[config.mk]
export PLATFORM = sky130hd
export DESIGN_NAME = regfile_wb_port
export DESIGN_NICKNAME = d
export VERILOG_FILES = /design/src/rtl/regfile_wb_port.sv
export SDC_FILE = /design/constraint.sdc
export NUM_CORES = 1
export LEC_CHECK = 0
export CAP_MARGIN = 30
export CORE_MARGIN = 5
export CORE_UTILIZATION = 54
export CTS_CLUSTER_SIZE = 14
export DETAILED_ROUTE_END_ITERATION = 6
export PLACE_DENSITY_LB_ADDON = 0.1
export SYNTH_ARGS = -nofsm -noshare
export SYNTH_HDL_FRONTEND = slang
export SYNTH_SLANG_ARGS = --single-unit
[constraint.sdc]
create_clock -name clk_i -period 3.2 [get_ports clk_i]
set_clock_uncertainty 0.15 [all_clocks]
set_input_delay 0.32 -clock clk_i [delete_from_list [all_inputs] [get_ports clk_i]]
set_output_delay 0.32 -clock clk_i [all_outputs]
set_load 0.005 [all_outputs]
[src/rtl/regfile_wb_port.sv]
// Single write-port owner for the register file: merges ALU results with queued LSU
// results, with a starvation guard for the queue and a pending-write bitmap for decode.
module regfile_wb_port #(
   parameter int DEPTH      = 4,
   parameter int STARVE_MAX = 3
) (
   input  logic        clk_i,
   input  logic        rst_i,
   input  logic        alu_valid_i,
   input  logic [4:0]  alu_rd_i,
   input  logic [31:0] alu_data_i,
   output logic        alu_stall_o,
   input  logic        lsu_valid_i,
   output logic        lsu_ready_o,
   input  logic [4:0]  lsu_rd_i,
   input  logic [31:0] lsu_data_i,
   output logic        rd_wren_o,
   output logic [4:0]  rd_addr_o,
   output logic [31:0] rd_data_o,
   output logic [31:0] busy_o
);

   localparam int PW = $clog2(DEPTH);
   localparam int CW = PW + 1;
   localparam int WW = $clog2(STARVE_MAX + 1);
   localparam logic [CW-1:0] FULL_CNT   = CW'(DEPTH);
   localparam logic [WW-1:0] STARVE_LIM = WW'(STARVE_MAX);

   logic [4:0]    r_q_rd   [DEPTH];
   logic [31:0]   r_q_data [DEPTH];
   logic [PW-1:0] r_wptr;
   logic [PW-1:0] r_rptr;
   logic [CW-1:0] r_count;
   logic [WW-1:0] r_wait_cnt;
   logic          r_wren;
   logic [4:0]    r_addr;
   logic [31:0]   r_data;

   logic          w_empty;
   logic          w_full;
   logic          w_stall;
   logic          w_alu_act;
   logic          w_pop;
   logic          w_push;
   logic [31:0]   w_busy;

   assign w_empty   = (r_count == '0);
   assign w_full    = (r_count == FULL_CNT);
   assign w_stall   = !w_empty && (r_wait_cnt >= STARVE_LIM);
   assign w_alu_act = alu_valid_i && (alu_rd_i != 5'd0) && !w_stall;
   assign w_pop     = !w_empty && !w_alu_act;
   // x0 loads are handshaken but never occupy a queue slot
   assign w_push    = lsu_valid_i && lsu_ready_o && (lsu_rd_i != 5'd0);

   assign lsu_ready_o = !w_full && !rst_i;
   assign alu_stall_o = w_stall;
   assign rd_wren_o   = r_wren;
   assign rd_addr_o   = r_addr;
   assign rd_data_o   = r_data;
   assign busy_o      = w_busy;

   always_ff @(posedge clk_i) begin
      if (w_push) begin
         r_q_rd[r_wptr]   <= lsu_rd_i;
         r_q_data[r_wptr] <= lsu_data_i;
      end
   end

   always_ff @(posedge clk_i) begin
      if (rst_i) begin
         r_wptr     <= '0;
         r_rptr     <= '0;
         r_count    <= '0;
         r_wait_cnt <= '0;
         r_wren     <= 1'b0;
         r_addr     <= 5'd0;
         r_data     <= 32'd0;
      end else begin
         if (w_push) r_wptr <= r_wptr + 1'b1;
         if (w_pop)  r_rptr <= r_rptr + 1'b1;
         r_count <= r_count + CW'(w_push) - CW'(w_pop);

         if (w_empty || w_pop) r_wait_cnt <= '0;
         else                  r_wait_cnt <= r_wait_cnt + 1'b1;

         if (w_alu_act) begin
            r_wren <= 1'b1;
            r_addr <= alu_rd_i;
            r_data <= alu_data_i;
         end else if (w_pop) begin
            r_wren <= 1'b1;
            r_addr <= r_q_rd[r_rptr];
            r_data <= r_q_data[r_rptr];
         end else begin
            r_wren <= 1'b0;
         end
      end
   end

   // an entry is live when its distance from the read pointer is below the occupancy
   always_comb begin
      logic [PW-1:0] v_off;
      w_busy = 32'd0;
      v_off  = '0;
      for (int i = 0; i < DEPTH; i++) begin
         v_off = PW'(i) - r_rptr;
         if ({1'b0, v_off} < r_count) w_busy[r_q_rd[i]] = 1'b1;
      end
      if (r_wren) w_busy[r_addr] = 1'b1;
      w_busy[0] = 1'b0;
   end

endmodule

==> flow_summary.toml <==
[status]
status = "complete, no violations"

[final_layout]
fin_cells = 1170
stdcell_area_um2 = 12300
antenna_cells = 0
final_util_pct = 70.9
drive_above_1_share_pct = 22.6
fillers = 1161
area_growth_pct = 28.1
final_nets = 1022

[worst_hold_path]
hold_start = "rst_i"
min_path_type = "input pin to flip-flop"
min_path_cells = 5
whs_endpoint = "r_wptr[0]$_SDFFE_PP0P_"

[critical_path]
arrival_ns = 2.68
regToRegSetupSlack_ns = 0.35
reg2reg_from = "r_count[0]$_SDFF_PP0_"
start_kind = "flip-flop"
critPathSlowestCell = "nor2b_1"
cp.required_ns = 2.73
crit_buf_inv = 4
cpPeakStageDelay_ns = 0.42
rr_endpoint = "r_count[2]$_SDFF_PP0_"
r2r_cells = 11
path_cells = "xnor2_2, inv_1, ha_1, nor2b_1, a211oi_2, buf_6, buf_4, a32oi_1, o211ai_1, dlygate4sd2_1"
critical_path.endpoint_type = "primary output"
crit_path_max_fanout = 8
path_class = "flip-flop to primary output"
path_delay_family = "buffers and inverters"

[clocking]
numClockSinks = 197
root_buffer = "clkbuf_16"
clk_path_buf_depth = 2
tritoncts = "yes"
path_clk_slew_ns = 0.07
htree_num_levels = 4
hold_buffers = 0
clock_latency_ns = 0.43
cts_buffers = 17

[route]
ant_nets = 0
wl_um = 27800
vias_per_cell = 6.24
drt_iter0_markers = 683
drcViolationCount = 0
wl_per_cell_um = 23.8
vias = 7303
dr.pass1.iters = 6

[placement]
dp_cells = 1112
placed_area_um2 = 11400
place_hpwl_um = 19100
port_buffers = 148
gp_congestion = 0.966

[synthesis]
yosys.area.top_type_share_pct = 46.3
synthCells = 756
syn_area_per_cell_um2 = 12.7
synth_top_cell_by_area = "edfxtp_1"
synth_seq_area_share_pct = 56.5
synth_nets = 846
synth_most_common_cell = "edfxtp_1"
async_flop_share_pct = 0
synth_edf_count = 148
synthFlopType = "edfxtp_1"
ys_warn_count = 0
synth_common_cells = "148 x edfxtp_1, 104 x nand2_1, 79 x nor2_1"
synth_area_um2 = 9600
synth-seq-cells = 197
yosysUniqueCellTypes = 56
synth_top_cells_by_area = "edfxtp_1 46%, dfxtp_1 10%, mux4_2 8.7%, a311oi_2 5.5%, nand2_1 4.1%"

[sta]
period_minus_slack_ns = 3.15
maxSlewViolCount = 0
hold_viol = 0
setup-violations-final = 0
max_freq_mhz = 317
tightestPinTransition_ns = 0.989
holdWs_ns = 0.249
slew_headroom_pct = 34.1
rsz0062_at_grt = "yes"
period_share_pct = 98.6

[die]
die_w_um = 143
start_util_pct = 55.3
ios = 150
core-area_um2 = 17400
chipHeight_um = 143
std_cell_rows = 48
die-area_um2 = 20600

[power_and_ir_drop]
clkPwrFrac_pct = 24.9
p_per_area_nw_per_um2 = 690
ir_worst_vdd_mv = 0.640
power_frac_comb_pct = 37.2
swShare_pct = 35.0
pwr-share-seq_pct = 38.0
p_switching_mw = 2.97
p_int_mw = 5.51
p_leak_nw = 4.35

[grt]
track_usage_pct = 27.3
grt_first_pass_wirelength_um = 42600
overflow = 0
grt_max_degree = 78
grt_pass1_vias = 7387
grt_antenna_before_repair = 0

[run]
drv_cap = 0
-- per-layer routing --
metal	share of wire, %	vias up	track usage (%)
met5	0	-	0
met4	3.3	0	8.72
met3	8.0	72	5.56
met2	49	410	45.4
met1	40	3586	36.5
li1	-	3235	-
-- cell usage in the layout (no fill, tap or decap), drive strengths merged, types with 7 or more instances in the layout --
| master | instances |
|---|---|
| clkbuf | 18 |
| a2111oi | 7 |
| ha | 11 |
| nor3 | 11 |
| nand2 | 104 |
| a311oi | 36 |
| nand2b | 8 |
| nor3b | 9 |
| nor2b | 15 |
| a31oi | 8 |
| mux4 | 37 |
| nor2 | 79 |
| dlygate4sd2 | 20 |
| inv | 23 |
| a22oi | 23 |
| edfxtp | 148 |
| buf | 69 |
| a32oi | 11 |
| a21oi | 16 |
| clkdlybuf4s50 | 121 |
| nand3 | 46 |
| dfxtp | 49 |
| and3 | 7 |
| nand4 | 11 |
-- final cells by class --
cell class	count	area (um^2)	share of cell area, %
timing repair buffer	216	2050	16.7
sequential	197	5430	44.2
clock inverter	14	169	1.37
multi-input combinational	486	3880	31.5
tap	225	282	2.29
inverter	14	52.6	0.427
clock buffer	18	429	3.49
-- tightest hold or removal path, cell delays in order --
cell and delay, ns:
buf_2 0.09, a211oi_1 0.05, buf_4 0.15, nand3_1 0.07
o21ai_0 0.08
-- worst max-delay path by stage --
stage                           startpoint                       end  slack, ns  cells after the start
CTS                 r_rptr[0]$_SDFFE_PP0P_                 busy_o[7]      -0.04                      9
finish              r_rptr[1]$_SDFFE_PP0P_                busy_o[22]       0.05                     10
floorplan            r_count[2]$_SDFF_PP0_  r_q_data[0][0]$_DFFE_PP_       0.58                      4
detailed placement             alu_rd_i[3]                 flip-flop       0.13                      6
global placement    r_rptr[1]$_SDFFE_PP0P_                busy_o[15]       0.11                      7
global route         r_count[1]$_SDFF_PP0_                 busy_o[3]      -0.02                      9
-- flip-flops by register name (all words and copies together), names as in the netlist, named ones only --
name,count
r_rptr,2
rd_wren_o,1
r_q_rd,20
rd_addr_o,5
r_wait_cnt,2
r_count,3
r_wptr,2
rd_data_o,32
r_q_data,128
-- repair_timing --
item | in CTS | in global routing
gates cloned | 0 | 1
setup buffers | 15 | 10
endpoints found under the hold margin | 0 | 0
resized for setup | 35 | 15
pin swaps | 15 | 7
setup endpoints to repair | 31 | 19
-- kinds of logic (layout without fill, tap and decap cells) --
kind of cell,count (synthesis),count (layout),share of synthesized area (%)
simple gates,316,316,15.7
flops,197,197,56.5
compound gates,115,115,13.0
buf+inv,73,262,3.90
mux,39,39,8.91
fa+ha+maj,12,12,1.64
xor+xnor,3,3,0.274
other cells,1,1,0.0391
-- through the flow --
stage          setup WS (ns)  power [mW]  setup TNS, ns
2_1_floorplan          0.581        4.94              0
3_3_place_gp           0.110        6.02              0
3_5_place_dp           0.130        6.11              0
4_1_cts              -0.0363        8.34        -0.0475
5_1_grt              -0.0167        8.89        -0.0245
6_report              0.0453        8.48              0
-- power groups by stage --
stage               Combinational, mW  Sequential, mW  Clock (mW)
floorplan                        1.80            3.15           0
global placement                 2.78            3.24           0
detailed placement               2.86            3.26           0
CTS                              2.99            3.21        2.14
global route                     3.37            3.25        2.27
finish                           3.15            3.22        2.11
No activity file was read; power rests on OpenSTA's default activity.
